**src/rtl/seq_shiftadder_mul_if.sv**
```systemverilog
// Operand/result handshake bundle for seq_shiftadder_mul.
// Valid/ready: a beat transfers on a rising edge where valid and ready are both high.
interface seq_shiftadder_mul_if #(
    parameter int WIDTH = 8
);
    logic               in_valid_i;
    logic               in_ready_o;
    logic [WIDTH-1:0]   multiplicand_i;
    logic [WIDTH-1:0]   multiplier_i;
    logic               halved_i;
    logic               signed_i;
    logic               out_valid_o;
    logic               out_ready_i;
    logic [2*WIDTH-1:0] product_o;
    logic               busy_o;

    modport master (
        output in_valid_i, multiplicand_i, multiplier_i, halved_i, signed_i, out_ready_i,
        input  in_ready_o, out_valid_o, product_o, busy_o
    );

    modport slave (
        input  in_valid_i, multiplicand_i, multiplier_i, halved_i, signed_i, out_ready_i,
        output in_ready_o, out_valid_o, product_o, busy_o
    );
endinterface

```
**src/rtl/seq_shiftadder_mul.sv**
```systemverilog
// Iterative radix-2 shift-add multiplier: one WIDTH x WIDTH product or two
// independent WIDTH/2 lane products, signed or unsigned, one partial product per cycle.
module seq_shiftadder_mul #(
    parameter int WIDTH      = 8,
    parameter int ITER_CNT_W = $clog2(WIDTH) + 1
) (
    input  logic                 clk_i,
    input  logic                 rst_ni,
    seq_shiftadder_mul_if.slave  bus,
    output logic [1:0]           dbg_state_o
);
    localparam int HALF   = WIDTH / 2;
    localparam int IDX_W  = $clog2(WIDTH);
    localparam int HIDX_W = (HALF > 1) ? $clog2(HALF) : 1;

    typedef enum logic [1:0] {
        S_IDLE = 2'd0,
        S_BUSY = 2'd1,
        S_DONE = 2'd2
    } state_t;

    state_t                r_state;
    logic [WIDTH-1:0]      r_mcand;
    logic [WIDTH-1:0]      r_mplier;
    logic                  r_halved;
    logic                  r_signed;
    logic [2*WIDTH-1:0]    r_acc;
    logic [2*WIDTH-1:0]    r_product;
    logic [ITER_CNT_W-1:0] r_cnt;
    logic                  r_out_valid;
    logic                  r_busy;

    logic                  w_accept;
    logic [ITER_CNT_W-1:0] w_iter;
    logic [ITER_CNT_W-1:0] w_load_iter;
    logic [IDX_W-1:0]      w_idx;
    logic [HIDX_W-1:0]     w_hidx;
    logic                  w_last;
    logic [2*WIDTH-1:0]    w_full_ext;
    logic [2*WIDTH-1:0]    w_full_pp;
    logic [2*WIDTH-1:0]    w_full_next;
    logic [2*WIDTH-1:0]    w_half_next;
    logic [2*WIDTH-1:0]    w_acc_next;

    // Counter runs ITER..1; the step index is how far it has come down.
    assign w_iter      = r_halved ? ITER_CNT_W'(HALF) : ITER_CNT_W'(WIDTH);
    assign w_load_iter = bus.halved_i ? ITER_CNT_W'(HALF) : ITER_CNT_W'(WIDTH);
    assign w_idx       = IDX_W'(w_iter - r_cnt);
    assign w_hidx      = HIDX_W'(w_iter - r_cnt);
    assign w_last      = (r_cnt == ITER_CNT_W'(1));

    assign w_full_ext  = {{WIDTH{r_signed & r_mcand[WIDTH-1]}}, r_mcand};
    assign w_full_pp   = w_full_ext << w_idx;

    always_comb begin
        w_full_next = r_acc;
        if (r_mplier[w_idx]) begin
            if (w_last && r_signed) w_full_next = r_acc - w_full_pp;
            else                    w_full_next = r_acc + w_full_pp;
        end
    end

    // Each lane has its own WIDTH-bit accumulator slice, so carries stay in-lane.
    for (genvar l = 0; l < 2; l++) begin : g_lane
        logic [HALF-1:0]  w_lmc;
        logic [HALF-1:0]  w_lmp;
        logic [WIDTH-1:0] w_lext;
        logic [WIDTH-1:0] w_lpp;
        logic [WIDTH-1:0] w_lacc;
        logic [WIDTH-1:0] w_lnext;

        assign w_lmc  = r_mcand[l*HALF +: HALF];
        assign w_lmp  = r_mplier[l*HALF +: HALF];
        assign w_lext = {{HALF{r_signed & w_lmc[HALF-1]}}, w_lmc};
        assign w_lpp  = w_lext << w_hidx;
        assign w_lacc = r_acc[l*WIDTH +: WIDTH];

        always_comb begin
            w_lnext = w_lacc;
            if (w_lmp[w_hidx]) begin
                if (w_last && r_signed) w_lnext = w_lacc - w_lpp;
                else                    w_lnext = w_lacc + w_lpp;
            end
        end

        assign w_half_next[l*WIDTH +: WIDTH] = w_lnext;
    end

    assign w_acc_next = r_halved ? w_half_next : w_full_next;

    // DONE hands its slot straight to a new beat when the result is taken.
    assign w_accept = bus.in_valid_i && bus.in_ready_o;

    always_ff @(posedge clk_i) begin
        if (!rst_ni) begin
            r_state     <= S_IDLE;
            r_mcand     <= '0;
            r_mplier    <= '0;
            r_halved    <= 1'b0;
            r_signed    <= 1'b0;
            r_acc       <= '0;
            r_product   <= '0;
            r_cnt       <= '0;
            r_out_valid <= 1'b0;
            r_busy      <= 1'b0;
        end else if (w_accept) begin
            r_mcand     <= bus.multiplicand_i;
            r_mplier    <= bus.multiplier_i;
            r_halved    <= bus.halved_i;
            r_signed    <= bus.signed_i;
            r_acc       <= '0;
            r_cnt       <= w_load_iter;
            r_out_valid <= 1'b0;
            r_busy      <= 1'b1;
            r_state     <= S_BUSY;
        end else begin
            case (r_state)
                S_BUSY: begin
                    r_acc <= w_acc_next;
                    r_cnt <= r_cnt - ITER_CNT_W'(1);
                    if (w_last) begin
                        r_product   <= w_acc_next;
                        r_out_valid <= 1'b1;
                        r_busy      <= 1'b0;
                        r_state     <= S_DONE;
                    end
                end
                S_DONE: begin
                    if (bus.out_ready_i) begin
                        r_out_valid <= 1'b0;
                        r_state     <= S_IDLE;
                    end
                end
                S_IDLE: begin
                end
                default: r_state <= S_IDLE;
            endcase
        end
    end

    assign bus.in_ready_o  = (r_state == S_IDLE) || ((r_state == S_DONE) && bus.out_ready_i);
    assign bus.out_valid_o = r_out_valid;
    assign bus.product_o   = r_product;
    assign bus.busy_o      = r_busy;
    assign dbg_state_o     = r_state;
endmodule

```
**src/flat_wrapper.sv**
```systemverilog
// flat-port wrapper written by rule: the top's interface ports become plain ports
module seq_shiftadder_mul_flat 
#(
    parameter int WIDTH      = 8,
    parameter int ITER_CNT_W = $clog2(WIDTH) + 1
)
  (clk_i, rst_ni, dbg_state_o, bus_in_valid_i, bus_multiplicand_i, bus_multiplier_i, bus_halved_i, bus_signed_i, bus_out_ready_i, bus_in_ready_o, bus_out_valid_o, bus_product_o, bus_busy_o);
  seq_shiftadder_mul_if #(.WIDTH(WIDTH)) bus_i ();
  input  logic clk_i;
  input  logic rst_ni;
  output logic [1:0] dbg_state_o;
  input wire logic [$bits(bus_i.in_valid_i)-1:0] bus_in_valid_i;
  input wire logic [$bits(bus_i.multiplicand_i)-1:0] bus_multiplicand_i;
  input wire logic [$bits(bus_i.multiplier_i)-1:0] bus_multiplier_i;
  input wire logic [$bits(bus_i.halved_i)-1:0] bus_halved_i;
  input wire logic [$bits(bus_i.signed_i)-1:0] bus_signed_i;
  input wire logic [$bits(bus_i.out_ready_i)-1:0] bus_out_ready_i;
  output wire logic [$bits(bus_i.in_ready_o)-1:0] bus_in_ready_o;
  output wire logic [$bits(bus_i.out_valid_o)-1:0] bus_out_valid_o;
  output wire logic [$bits(bus_i.product_o)-1:0] bus_product_o;
  output wire logic [$bits(bus_i.busy_o)-1:0] bus_busy_o;
  assign bus_i.in_valid_i = bus_in_valid_i;
  assign bus_i.multiplicand_i = bus_multiplicand_i;
  assign bus_i.multiplier_i = bus_multiplier_i;
  assign bus_i.halved_i = bus_halved_i;
  assign bus_i.signed_i = bus_signed_i;
  assign bus_i.out_ready_i = bus_out_ready_i;
  assign bus_in_ready_o = bus_i.in_ready_o;
  assign bus_out_valid_o = bus_i.out_valid_o;
  assign bus_product_o = bus_i.product_o;
  assign bus_busy_o = bus_i.busy_o;
  seq_shiftadder_mul #(.WIDTH(WIDTH), .ITER_CNT_W(ITER_CNT_W)) u_core (.clk_i(clk_i), .rst_ni(rst_ni), .bus(bus_i), .dbg_state_o(dbg_state_o));
endmodule
```
**config.mk**
```make
export PLATFORM = sky130hd
export DESIGN_NAME = seq_shiftadder_mul_flat
export DESIGN_NICKNAME = d
export VERILOG_FILES = /design/src/rtl/seq_shiftadder_mul_if.sv /design/src/rtl/seq_shiftadder_mul.sv /design/src/flat_wrapper.sv
export SDC_FILE = /design/constraint.sdc
export NUM_CORES = 1
export LEC_CHECK = 0
export BUFFER_PORTS_ARGS = -buffer_cell sky130_fd_sc_hd__buf_2
export CAP_MARGIN = 20
export CORE_MARGIN = 5
export CORE_UTILIZATION = 50
export DETAILED_ROUTE_END_ITERATION = 16
export HOLD_SLACK_MARGIN = 0.12
export PLACE_DENSITY_LB_ADDON = 0.15
export RECOVER_POWER = 50
export SLEW_MARGIN = 0
export SYNTH_ARGS = -nofsm -noshare
export SYNTH_HDL_FRONTEND = slang
export SYNTH_SLANG_ARGS = --single-unit
```
**constraint.sdc**
```tcl
create_clock -name clk_i -period 6.5 [get_ports clk_i]
set_input_delay 0.65 -clock clk_i [delete_from_list [all_inputs] [get_ports clk_i]]
set_output_delay 0.65 -clock clk_i [all_outputs]
set_load 0.005 [all_outputs]
```
# [After elaboration in Yosys (flattened, before gate mapping)]
# Index checks and enable logic that the tools add are counted.
[op_classes] reduce_logical=14 n_eq_ne=8 mux=27 n_lt_le_gt_ge=2 n_bitwise=5 shift=3 addsub=8
[op_table] cell="16-bit 2-to-1 mux" n=3
[op_table] cell="8-bit 2-to-1 mux" n=4
[op_table] cell="16-bit adder" n=1
[op_table] cell="8-bit adder" n=2
[op_table] cell="16-bit by 3-bit << shifter with 16-bit output" n=1
[op_table] cell="8-bit by 2-bit << shifter with 8-bit output" n=2
[op_table] cell="16-bit subtractor" n=1
[op_table] cell="8-bit subtractor" n=2
[op_table] cell="4-bit 2-to-1 mux" n=3
[op_table] cell="3-bit AND reduction" n=4
[op_table] cell="1-bit 2-to-1 mux" n=9
[op_table] cell="2-bit one-hot mux with 3 select lines" n=1
[op_table] cell="2-bit nonzero test" n=3
[op_table] cell="1-bit binary-select mux with 2-bit select" n=2
[op_table] cell="4-bit by 1-bit == test with 1-bit output (second input constant)" n=1
[op_table] cell="3-bit by 4-bit less-than comparator with 1-bit output (second input constant)" n=1
[op_table] cell="2-bit 2-to-1 mux" n=2
[op_table] cell="2-bit by 1-bit inequality test with 1-bit output (second input constant)" n=2
[op_table] cell="4-bit by 1-bit subtractor with 4-bit output (second input constant)" n=1
[op_table] cell="1-bit binary-select mux with 3-bit select" n=1
[op_table] cell="1-bit logical AND" n=3
[op_table] cell="2-bit by 3-bit less-than comparator with 1-bit output (second input constant)" n=1
[op_table] cell="3-bit 2-to-1 mux" n=1
[op_table] cell="3-bit by 1-bit inequality test with 1-bit output (second input constant)" n=1
[op_table] cell="12 further kinds" n=15
[word_totals] reg_bits=58 elab_cells=78 output_inout_bits=21 in_bits=22

# [Longest topological paths before layout]
# Gate-level depths: netlist of the first run.
[logic_depth] ltp_word=7 ltp_mapped=25 depth_no_buf=22

# [Worst setup path after synthesis of the first run]
# OpenSTA, ideal clock, no wires.
[synth_path] kind="register to register" from="register u_core.r_cnt[0]" to="register u_core.r_acc[15]" setup_time_ps=72 path_stages_with_launch=24 period_less_slack_ps=4781 arrival_time_ps=4709 path_buffers=2 required_ps=6428 slack_ps=1719 path_cell_list="dfxtp_1 inv_2 ha_1 xnor2_2 xnor2_1 clkbuf_1 clkbuf_1 nand2_1 ha_1 o211ai_1 a211oi_1 a21oi_1 xnor2_1 nand2_1 o21ai_0 ha_1 inv_1 o21bai_1 a211o_1 o311a_1 or3_1 and3_4 o21ai_1 mux2i_1"
[synth_between] elab_chain_len=6 elab_cells_between_ends=18 cone_classes="add/sub (5); eq/ne (1); shift (2); mux (9); reduce/logical (1)"
[synth_lines] element="from (decl)" line="seq_shiftadder_mul.sv:29" source="logic [ITER_CNT_W-1:0] r_cnt;"
[synth_lines] element="from (signal assigned)" line="seq_shiftadder_mul.sv:112" source="r_cnt <= w_load_iter;"
[synth_lines] element="from (signal assigned)" line="seq_shiftadder_mul.sv:120" source="r_cnt <= r_cnt - ITER_CNT_W'(1);"
[synth_lines] element="3-bit subtractor" line="seq_shiftadder_mul.sv:48" source="assign w_idx = IDX_W'(w_iter - r_cnt);"
[synth_lines] element="16-bit by 3-bit << shifter with 16-bit output or 8-bit by 2-bit << shifter with 8-bit output (tied branches)" line="seq_shiftadder_mul.sv:53, seq_shiftadder_mul.sv:75"
[synth_lines] element="16-bit adder (tied with other cells)" line="seq_shiftadder_mul.sv:59" source="else w_full_next = r_acc + w_full_pp;"
[synth_lines] element="16-bit 2-to-1 mux or 8-bit 2-to-1 mux (tied branches)" line="seq_shiftadder_mul.sv:58, seq_shiftadder_mul.sv:81"
[synth_lines] element="16-bit 2-to-1 mux or 8-bit 2-to-1 mux (tied branches)" line="seq_shiftadder_mul.sv:57, seq_shiftadder_mul.sv:80"
[synth_lines] element="16-bit 2-to-1 mux *" line="seq_shiftadder_mul.sv:89" source="assign w_acc_next = r_halved ? w_half_next : w_full_next;"
[synth_lines] element="to (signal assigned)" line="seq_shiftadder_mul.sv:119" source="r_acc <= w_acc_next;"
[synth_lines] element="to (decl)" line="seq_shiftadder_mul.sv:27" source="logic [2*WIDTH-1:0] r_acc;"
# Mark *: on every way between the ends. The rest lies on a longest branch, timed or not. The select of a mux whose other input is x is not followed.
# A chain may end at the register's enable or synchronous reset.

# [Worst setup path in the final report of the first run]
# Ends and elaborated chain as after synthesis.

==> results of run 1 <==
[how the worst max path moves through the flow]
| stage | to | slack, ns | cells past startpoint |
|---|---|---|---|
| CTS | u_core.r_acc[15]$_SDFFE_PP0P_ | 1.20 | 21 |
| detailed placement | u_core.r_acc[15]$_SDFFE_PP0P_ | 1.23 | 19 |
| global placement | u_core.r_acc[15]$_SDFFE_PP0P_ | 1.41 | 21 |
| floorplan | u_core.r_acc[15]$_SDFFE_PP0P_ | 1.72 | 23 |
| global route | u_core.r_acc[15]$_SDFFE_PP0P_ | 0.60 | 21 |
| finish | u_core.r_acc[15]$_SDFFE_PP0P_ | 1.15 | 21 |
[registers in the layout, indices dropped and copies added, names as in the netlist]
name                    cells
u_core.r_signed             1
u_core.bus.product_o       16
u_core.bus.out_valid_o      1
u_core.r_mplier             8
u_core.r_cnt                4
u_core.r_mcand              8
u_core.r_halved             1
u_core.r_acc               16
u_core.bus.busy_o           1
u_core.dbg_state_o          2
[cell usage in the layout, fill, tap and decap left out, types with 12 or more instances in the layout]
cell / n
ha_1: 34
a21oi_1: 58
inv_1: 19
a31oi_1: 12
xnor2_1: 29
nand2_1: 122
nor2_1: 68
o21ai_0: 44
buf_2: 27
clkbuf_1: 16
dfxtp_1: 58
a21boi_0: 23
xor2_1: 12
mux2i_1: 13
[cell families after synthesis]
kind of cell	share of synthesized area [%]
buffers and inverters	5.028
XOR/XNOR	7.082
flip-flops	21.91
AO/OA/AOI/OAI	28.85
AND/OR/NAND/NOR	22.38
adder cells (fa/ha/maj)	9.160
multiplexers	5.595
[per-layer routing]
layer  GRT usage (%)  wire length, um
met1           33.54             7218
met3           4.492              968
met4           7.612              340
met2           38.19             6758
met5               0                0
[stage by stage]
stage	worst slack, ns	hold slack [ns]	util, %
final	1.152	0.4585	56.11
after global routing	0.5983	0.4768	56.11
after CTS	1.195	0.4564	56.33
after detailed placement	1.232	0.4459	53.92
after global placement	1.413	0.4379	53.92
after floorplan	1.719	0.4402	-
[worst register-to-register path: cells and delay by family (launching register included)]
kind	cells	cell delay, ns
AOI/OAI and AO/OA	9	1.78
xor gates and xnor gates	1	0.13
adders and majority gates	3	1.46
buffers and inverters	3	0.48
DFF	1	0.36
muxes	1	0.20
and+or+nand+nor	4	0.87
[area by class of cell]
class	instances	area, um2
clock inverter	7	125.1
multi-input combinational	600	3879
sequential	58	1161
tap	136	170.2
inverter	21	78.83
clock buffer	9	123.9
timing repair buffer	51	255.2
fill	1001	4531
[where the power goes]
group | leakage, uW | switching, uW | total, uW | internal [uW]
clock | 0.000124 | 164 | 422 | 258
combinational | 0.00171 | 500 | 845 | 346
sequential | 0.000472 | 23.5 | 396 | 372
==> out/metrics.cfg, run 1 <==
[cts]
clkTransAtPathRegs_ns=0.08
clock_path_buffers=2
hold_buffers=0
clock_latency_ns=0.35
cts_buffers=9
cts-root-buf=clkbuf_8
cts_setup_buffers=0
ctsResizeCount=0
htree_levels=3
clock_sinks=58
cts_tree=yes

[sta]
min_period_over_period_pct=82.28
finalSetupViolCount=0
period_minus_slack_ns=5.348
drv_slew=0
worstMarginPinSlew_ns=0.8977
finClkSkew_ns=0.008613
fin_tns_setup_ns=0
fmax_mhz=187.0
finalHoldViolCount=0
max_slew_margin_pct=39.72
rsz0062_at_grt=false

[yosys]
ys_seq_area_share_pct=21.91
synth_area_um2=5300
synth_edf_count=0
synth.area.top_cells=dfxtp_1 22%, nand2_1 8.6%, ha_1 8.0%, a21oi_1 5.5%, nor2_1 4.8%
ys_ff_latch=58
yosysMostFrequentCell=nand2_1
synth_top_area_cell=dfxtp_1
synth_nets=779
synth_top_area_share_pct=21.91
synthCells=720
yosysUniqueCellTypes=77
synth-warning-count=0
syn_area_per_cell_um2=7.361
synthFlopType=dfxtp_1
synth-async-reset-ratio_pct=0
synthTopCellsByCount=122 x nand2_1, 68 x nor2_1, 58 x a21oi_1, 58 x dfxtp_1, 44 x o21ai_0

[die]
die_h_um=113.0
start_util_pct=51.34
ios=43
dieArea_um2=12760
num_rows=37
coreArea_um2=10320
die_w_um=113.0

[placed_design]
dp_cells=866
dp_hpwl_mm=11.56
place_area_um2=5567
place.gp.congestion=0.9442
port_buffers=42

[setup_path]
cp_top_family=compound AO/OA/AOI/OAI gates
startpoint=u_core.r_cnt[0]$_SDFFE_PN0P_
crit_chain=inv_2 -> ha_1 -> inv_1 -> o21ai_0 -> nand2b_1 -> ha_1 -> o211ai_1 -> a211oi_1 -> a21oi_1 -> xnor2_1 -> nand2_1 -> o21ai_0 -> ha_1 -> inv_1 -> o21bai_1 -> a211o_1 -> o311a_1 -> or3_1 -> and3_4 -> o21ai_1 -> mux2i_1
cpMaxStageDelayCell=ha_1
crit_type=flop to flop
required_ns=6.78
r2r_slack_ns=1.15
worstPathMaxFanout=25
start_kind=flop
critPathCaptureType=flop
timing.rr.start=u_core.r_cnt[0]$_SDFFE_PN0P_
cpMostUsedCell=ha_1
regToRegEndpoint=u_core.r_acc[15]$_SDFFE_PP0P_
cp.arrival_ns=5.63
path_buf_inv=3
slowest_delay_ns=0.84
reg2regPathDepth=21

[detailed_routing]
vias=5224
first_pass_iters=5
ant_nets=0
wl_mm=15.29
vias_per_cell=5.923
post-route-drc-count=0
wl_per_cell_um=17.33
first_iter_violations=407

[finish]
fin_nets=800
final_cell_area_um2=5793
syn_to_final_growth_pct=9.301
post_route_cells_drive_above_1_share_pct=11.13
fin_cells=882
antenna_cells=0

[global_route]
antenna_found_initial=0
grt_max_degree=45
grt_pass1_vias=5006
grt_overflow=0
track_usage_pct=24.22
grt_pass1_wl_mm=25.12

[job]
cap_violations=0

[worst_hold_path]
hold_start=u_core.bus.product_o[5]$_SDFFE_PN0P_
hold_path.class=flop to flop
hold_depth=2
min_to=u_core.bus.product_o[5]$_SDFFE_PN0P_

[power_and_ir_drop]
power_density_nw_per_um2=287.1
power.total_uw=1663
peakVddDrop_mv=0.1708
power_leakage_uw=0.002302

[outcome]
status=completed

Note: power is estimated with default switching activity, not from simulation.
==> run 2, diff against run 1 <==
==> constraint.sdc (replaced) <==
create_clock -name clk_i -period 4.3 [get_ports clk_i]
set_input_delay 0.43 -clock clk_i [delete_from_list [all_inputs] [get_ports clk_i]]
set_output_delay 0.43 -clock clk_i [all_outputs]
set_load 0.005 [all_outputs]
==> run 2 against run 1 <==
Hold slack got worse by 0.14 ns; non-clock buffer count increased by 67; clock power increased by 50%; wire length increased by 10%; sequential share of layout area decreased by 2.3 points; die area unchanged; clock skew increased by 0.0040 ns; largest cell class unchanged.
==> out/metrics.cfg, run 2 (synthesized netlist as in run 1, its figures left out) <==
[placed_design]
preCtsSetupSlack_ns=-0.07418
dp_hpwl_mm=12.53
dp_cells=916
place_area_um2=5987
place.gp.congestion=0.9518
port_buffers=42

[die]
coreArea_um2=10320
num_rows=37
die_w_um=113.0
start_util_pct=51.34
ios=43
dieArea_um2=12760
die_h_um=113.0

[setup_path]
cpMaxStageDelayCell=or4_4
timing.rr.start=u_core.r_cnt[1]$_SDFFE_PN0P_
crit_type=flop to flop
start_kind=flop
worstPathMaxFanout=6
startpoint=u_core.r_cnt[1]$_SDFFE_PN0P_
crit_chain=inv_2 -> ha_4 -> buf_6 -> mux2_4 -> or4_4 -> nor2_4 -> o21ai_4 -> o31ai_2 -> xnor2_1 -> a21oi_1 -> ha_1 -> a211o_1 -> o311a_1 -> or3_4 -> and3_4 -> o31a_1 -> nand2_1
reg2regPathDepth=17
slowest_delay_ns=0.55
regToRegEndpoint=u_core.bus.product_o[15]$_SDFFE_PN0P_
required_ns=4.59
cp.arrival_ns=4.59
r2r_slack_ns=0.0003
critPathCaptureType=flop
crit_end=u_core.bus.product_o[15]$_SDFFE_PN0P_
path_buf_inv=2
cp.depth=17
cp_top_family=compound AO/OA/AOI/OAI gates

[global_route]
busiest_layer=met2
grt_pass1_vias=5398
grt_overflow=0
use_met1_pct=35.37
met3_usage_pct=5.027
grt_use_met2_pct=42.81
track_usage_pct=26.47
grt_max_degree=45
antenna_found_initial=0
grt_pass1_wl_mm=27.26

[finish]
fillers=926
final_cell_mix=120 x nand2_1, 70 x buf_4, 67 x nor2_1
fin_cells=949
layout_commonest_cell=nand2_1
final_cell_area_um2=6573
syn_to_final_growth_pct=24.01
utilization_pct=63.67
multi_input_area_um2=4118
final-seq-area_um2=1166
post_route_cells_drive_above_1_share_pct=23.00
fin_nets=867
antenna_cells=0

[cts]
clock_latency_ns=0.36
htree_levels=3
cts-root-buf=clkbuf_8
cts_buffers=9
clkTransAtPathRegs_ns=0.08
clock_path_buffers=2
hold_buffers=0
cts_tree=yes
clock_sinks=58

[sta]
drv_slew=0
max_slew_margin_pct=34.43
finalWorstSetupSlack_ns=0.0003033
period_minus_slack_ns=4.300
fin_tns_setup_ns=0
rsz0062_at_grt=true
finClkSkew_ns=0.01263
worstMarginPinSlew_ns=0.9645
min_period_over_period_pct=99.99
finalSetupViolCount=0
finalHoldViolCount=0
fmax_mhz=232.6

[detailed_routing]
vias_per_cell=5.946
first_pass_iters=6
ant_nets=0
post-route-drc-count=0
wl_per_cell_um=17.72
wl_mm=16.82
first_iter_violations=454
vias=5643

[worst_hold_path]
hold_path.class=input port to flop

[outcome]
status=completed

[power_and_ir_drop]
power_density_nw_per_um2=426.5
power_leakage_uw=0.002687
peakVddDrop_mv=0.2415

[job]
cap_violations=0

[run 2: metal layers]
layer	wire, um	part of all wire [%]
met5	0	0
met2	7711	46
met4	334	2.0
met3	1094	6.5
met1	7677	46
[run 2: power breakdown]
part	total, uW	internal, uW	switching (uW)	leakage [uW]
Combinational	1570	712	861	0.00209
Sequential	599	563	36.1	0.000473
Clock	632	394	238	0.000121
Total	2800	1670	1130	0.00269
[run 2: worst min path at each step]
stage	from	to	slack [ns]	cells past startpoint
floorplan	u_core.r_mplier[2]$_SDFFE_PN0P_	u_core.r_mplier[2]$_SDFFE_PN0P_	0.44	2
global placement	u_core.bus.product_o[1]$_SDFFE_PN0P_	u_core.bus.product_o[1]$_SDFFE_PN0P_	0.44	2
detailed placement	u_core.bus.product_o[4]$_SDFFE_PN0P_	u_core.bus.product_o[4]$_SDFFE_PN0P_	0.45	2
finish	bus_multiplier_i[0]	u_core.r_mplier[0]$_SDFFE_PN0P_	0.32	3
global route	bus_multiplicand_i[3]	u_core.r_mcand[3]$_SDFFE_PN0P_	0.31	3
CTS	bus_multiplier_i[0]	u_core.r_mplier[0]$_SDFFE_PN0P_	0.30	3
[run 2: per-stage QoR]
stage	hold WS [ns]	power, uW
6_report	0.3164	2803
5_1_grt	0.3107	3001
4_1_cts	0.3043	2689
3_5_place_dp	0.4478	1996
3_3_place_gp	0.4387	1980
2_1_floorplan	0.4402	1600
[run 2: cell type report]
type | instances | share of cell area (%)
tap | 136 | 2.589
timing repair buffer | 118 | 11.97
clock inverter | 3 | 1.028
inverter | 21 | 1.275
sequential | 58 | 17.74
multi-input combinational | 600 | 62.65
clock buffer | 13 | 2.741
[run 2: timing repair]
item                                    in CTS  in global routing
gates resized for setup                     15                 41
endpoints found under the setup margin      10                 14
pin swaps                                    8                 19
buffers inserted                             8                  9
[run 2: worst register-to-register path, cell delays in order, from the launching register on]
cell     delay [ns]
dfxtp_2        0.34
inv_2          0.05
ha_4           0.32
buf_6          0.11
mux2_4         0.31
or4_4          0.55
nor2_4         0.17
o21ai_4        0.09
o31ai_2        0.20
xnor2_1        0.14
a21oi_1        0.10
ha_1           0.34
a211o_1        0.32
o311a_1        0.35
or3_4          0.34
and3_4         0.20
o31a_1         0.26
nand2_1        0.05
==> run 3, diff against run 2 <==
==> constraint.sdc (replaced) <==
create_clock -name clk_i -period 4.95 [get_ports clk_i]
set_input_delay 0.495 -clock clk_i [delete_from_list [all_inputs] [get_ports clk_i]]
set_output_delay 0.495 -clock clk_i [all_outputs]
set_load 0.005 [all_outputs]
==> run 3 against run 2 <==
Setup slack improved by 0.36 ns; largest power group unchanged; first-iteration DRC count fell by 5.1%; clock skew fell by 0.0050 ns; clock power fell by 24%; register-to-register slack improved by 0.36 ns; non-clock buffer count fell by 56; core utilization fell by 6.9 points; via count fell by 4.3%; flip-flop and latch count did not move.
==> out/metrics.cfg, run 3 (synthesized netlist as in run 1, its figures left out) <==
[outcome]
status=completed

[detailed_routing]
wl_per_cell_um=17.37
ant_nets=0
vias_per_cell=6.046
post-route-drc-count=0
first_iter_violations=431
vias=5399
wl_mm=15.51
first_pass_iters=6

[finish]
final_cell_mix=122 x nand2_1, 68 x nor2_1, 58 x a21oi_1, 58 x dfxtp_1, 43 x o21ai_0
layout_commonest_cell=nand2_1
utilization_pct=56.72
post_route_cells_drive_above_1_share_pct=12.55
syn_to_final_growth_pct=10.48
fillers=1006
fin_nets=811
antenna_cells=0

[setup_path]
cp.arrival_ns=4.87
crit_type=flop to flop
start_kind=flop
critPathCaptureType=flop
reg2regPathDepth=19
startpoint=u_core.r_cnt[1]$_SDFFE_PN0P_
crit_end=u_core.r_acc[15]$_SDFFE_PP0P_
worstPathMaxFanout=8
r2r_slack_ns=0.36
regToRegEndpoint=u_core.r_acc[15]$_SDFFE_PP0P_
timing.rr.start=u_core.r_cnt[1]$_SDFFE_PN0P_
crit_chain=inv_1 -> ha_4 -> mux2i_1 -> nor2_1 -> or4_4 -> nor2_2 -> o21ai_1 -> nand2_1 -> xnor2_1 -> a21oi_1 -> ha_1 -> a21oi_2 -> o21bai_1 -> a211o_1 -> o311a_1 -> or3_1 -> and3_4 -> o21ai_1 -> mux2i_1
required_ns=5.23
cpMaxStageDelayCell=or4_4
slowest_delay_ns=0.57

[cts]
cts_tree=yes
hold_buffers=0
cts-root-buf=clkbuf_8
clkTransAtPathRegs_ns=0.07
htree_levels=3
clock_latency_ns=0.35
clock_sinks=58
clock_path_buffers=2
cts_buffers=9

[global_route]
grt_pass1_wl_mm=25.36
grt_max_degree=45
grt_overflow=0
track_usage_pct=24.43
grt_pass1_vias=5048
antenna_found_initial=0

[sta]
fmax_mhz=217.9
period_minus_slack_ns=4.589
rsz0062_at_grt=false
max_slew_margin_pct=38.92
fin_tns_setup_ns=0
finalWorstSetupSlack_ns=0.3607
worstMarginPinSlew_ns=0.8984
finalSetupViolCount=0
drv_slew=0
min_period_over_period_pct=92.71
finalHoldViolCount=0
finClkSkew_ns=0.007642

[placed_design]
preCtsSetupSlack_ns=0.1096
place.gp.congestion=0.9554
dp_hpwl_mm=11.74
port_buffers=42

[die]
die_w_um=113.0
dieArea_um2=12760
coreArea_um2=10320
die_h_um=113.0
start_util_pct=51.34
num_rows=37
ios=43

[power_and_ir_drop]
clock_power_share_pct=22.6
power_density_nw_per_um2=364.7
power_leakage_uw=0.002346
power.total_uw=2136
comb_power_share_pct=53.1
peakVddDrop_mv=0.2131
p_int_uw=1245
p_sw_uw=890.5
p_seq_share_pct=24.3
p_sw_share_pct=41.70

[job]
cap_violations=0

[worst_hold_path]
hold_path.class=input port to flop

==> run 3: cell count changes in the layout (fill, tap and decap cells not counted), moves of 4 or more <==
cell / delta
a21oi_1: +5
a21oi_2: -5
buf_4: -51
buf_6: -6
mux2i_1: +4
o21ai_0: +6
==> run 3: layout make-up <==
cell class | count | area (um2) | share of cell area (%)
clock inverters | 5 | 78.83 | 1.346
flip-flops and latches | 58 | 1161 | 19.83
inverters | 21 | 78.83 | 1.346
clock buffers | 11 | 131.4 | 2.244
well taps | 136 | 170.2 | 2.906
repair buffers | 62 | 339.1 | 5.791
multi-input cells | 600 | 3896 | 66.54
==> run 3: critical path, delay by kind of cell (launching register included) <==
kind,cells,cell delay [ns]
simple gates,6,1.53
fa+ha+maj,2,0.71
xor+xnor,1,0.11
buf+inv,1,0.10
compound gates,7,1.21
mux,2,0.51
flops,1,0.36
==> run 3: per-stage QoR <==
stage	std cells	hold slack, ns	area [um2]
global route	893	0.3931	5856
detailed placement	874	0.4553	5627
floorplan	720	0.4402	5300
global placement	874	0.4395	5627
finish	893	0.3949	5856
CTS	890	0.3830	5837
==> run 3: timing repair <==
item | in CTS | in global routing
setup buffers | 0 | 3
endpoints found under the setup margin | 0 | 11
resized for setup | 0 | 4
==> run 3: per-layer routing <==
metal / share of wire, % / global-route usage, % / vias up
met2: 44 / 37.52 / 198
li1: - / - / 2644
met3: 6.6 / 4.599 / 27
met5: 0 / 0 / -
met4: 2.5 / 8.654 / 0
met1: 47 / 34.18 / 2530
==> run 3: power by group through the flow <==
| stage | Sequential, uW | Clock [uW] | Combinational, uW |
|---|---|---|---|
| floorplan | 516 | 0 | 862 |
| global route | 523 | 522 | 1250 |
| detailed placement | 530 | 0 | 1090 |
| global placement | 529 | 0 | 1080 |
| finish | 520 | 483 | 1130 |
| CTS | 519 | 493 | 1100 |
==> run 3: how the worst min path moves through the flow <==
stage | to | slack (ns) | start | cells past startpoint
2_1_floorplan | u_core.r_mplier[2]$_SDFFE_PN0P_ | 0.44 | u_core.r_mplier[2]$_SDFFE_PN0P_ | 2
5_1_grt | u_core.r_mplier[1]$_SDFFE_PN0P_ | 0.39 | bus_multiplier_i[1] | 3
4_1_cts | u_core.r_mplier[4]$_SDFFE_PN0P_ | 0.38 | bus_multiplier_i[4] | 3
3_5_place_dp | u_core.bus.product_o[7]$_SDFFE_PN0P_ | 0.46 | u_core.bus.product_o[7]$_SDFFE_PN0P_ | 2
3_3_place_gp | u_core.bus.product_o[1]$_SDFFE_PN0P_ | 0.44 | u_core.bus.product_o[1]$_SDFFE_PN0P_ | 2
6_report | u_core.r_mplier[1]$_SDFFE_PN0P_ | 0.39 | bus_multiplier_i[1] | 3
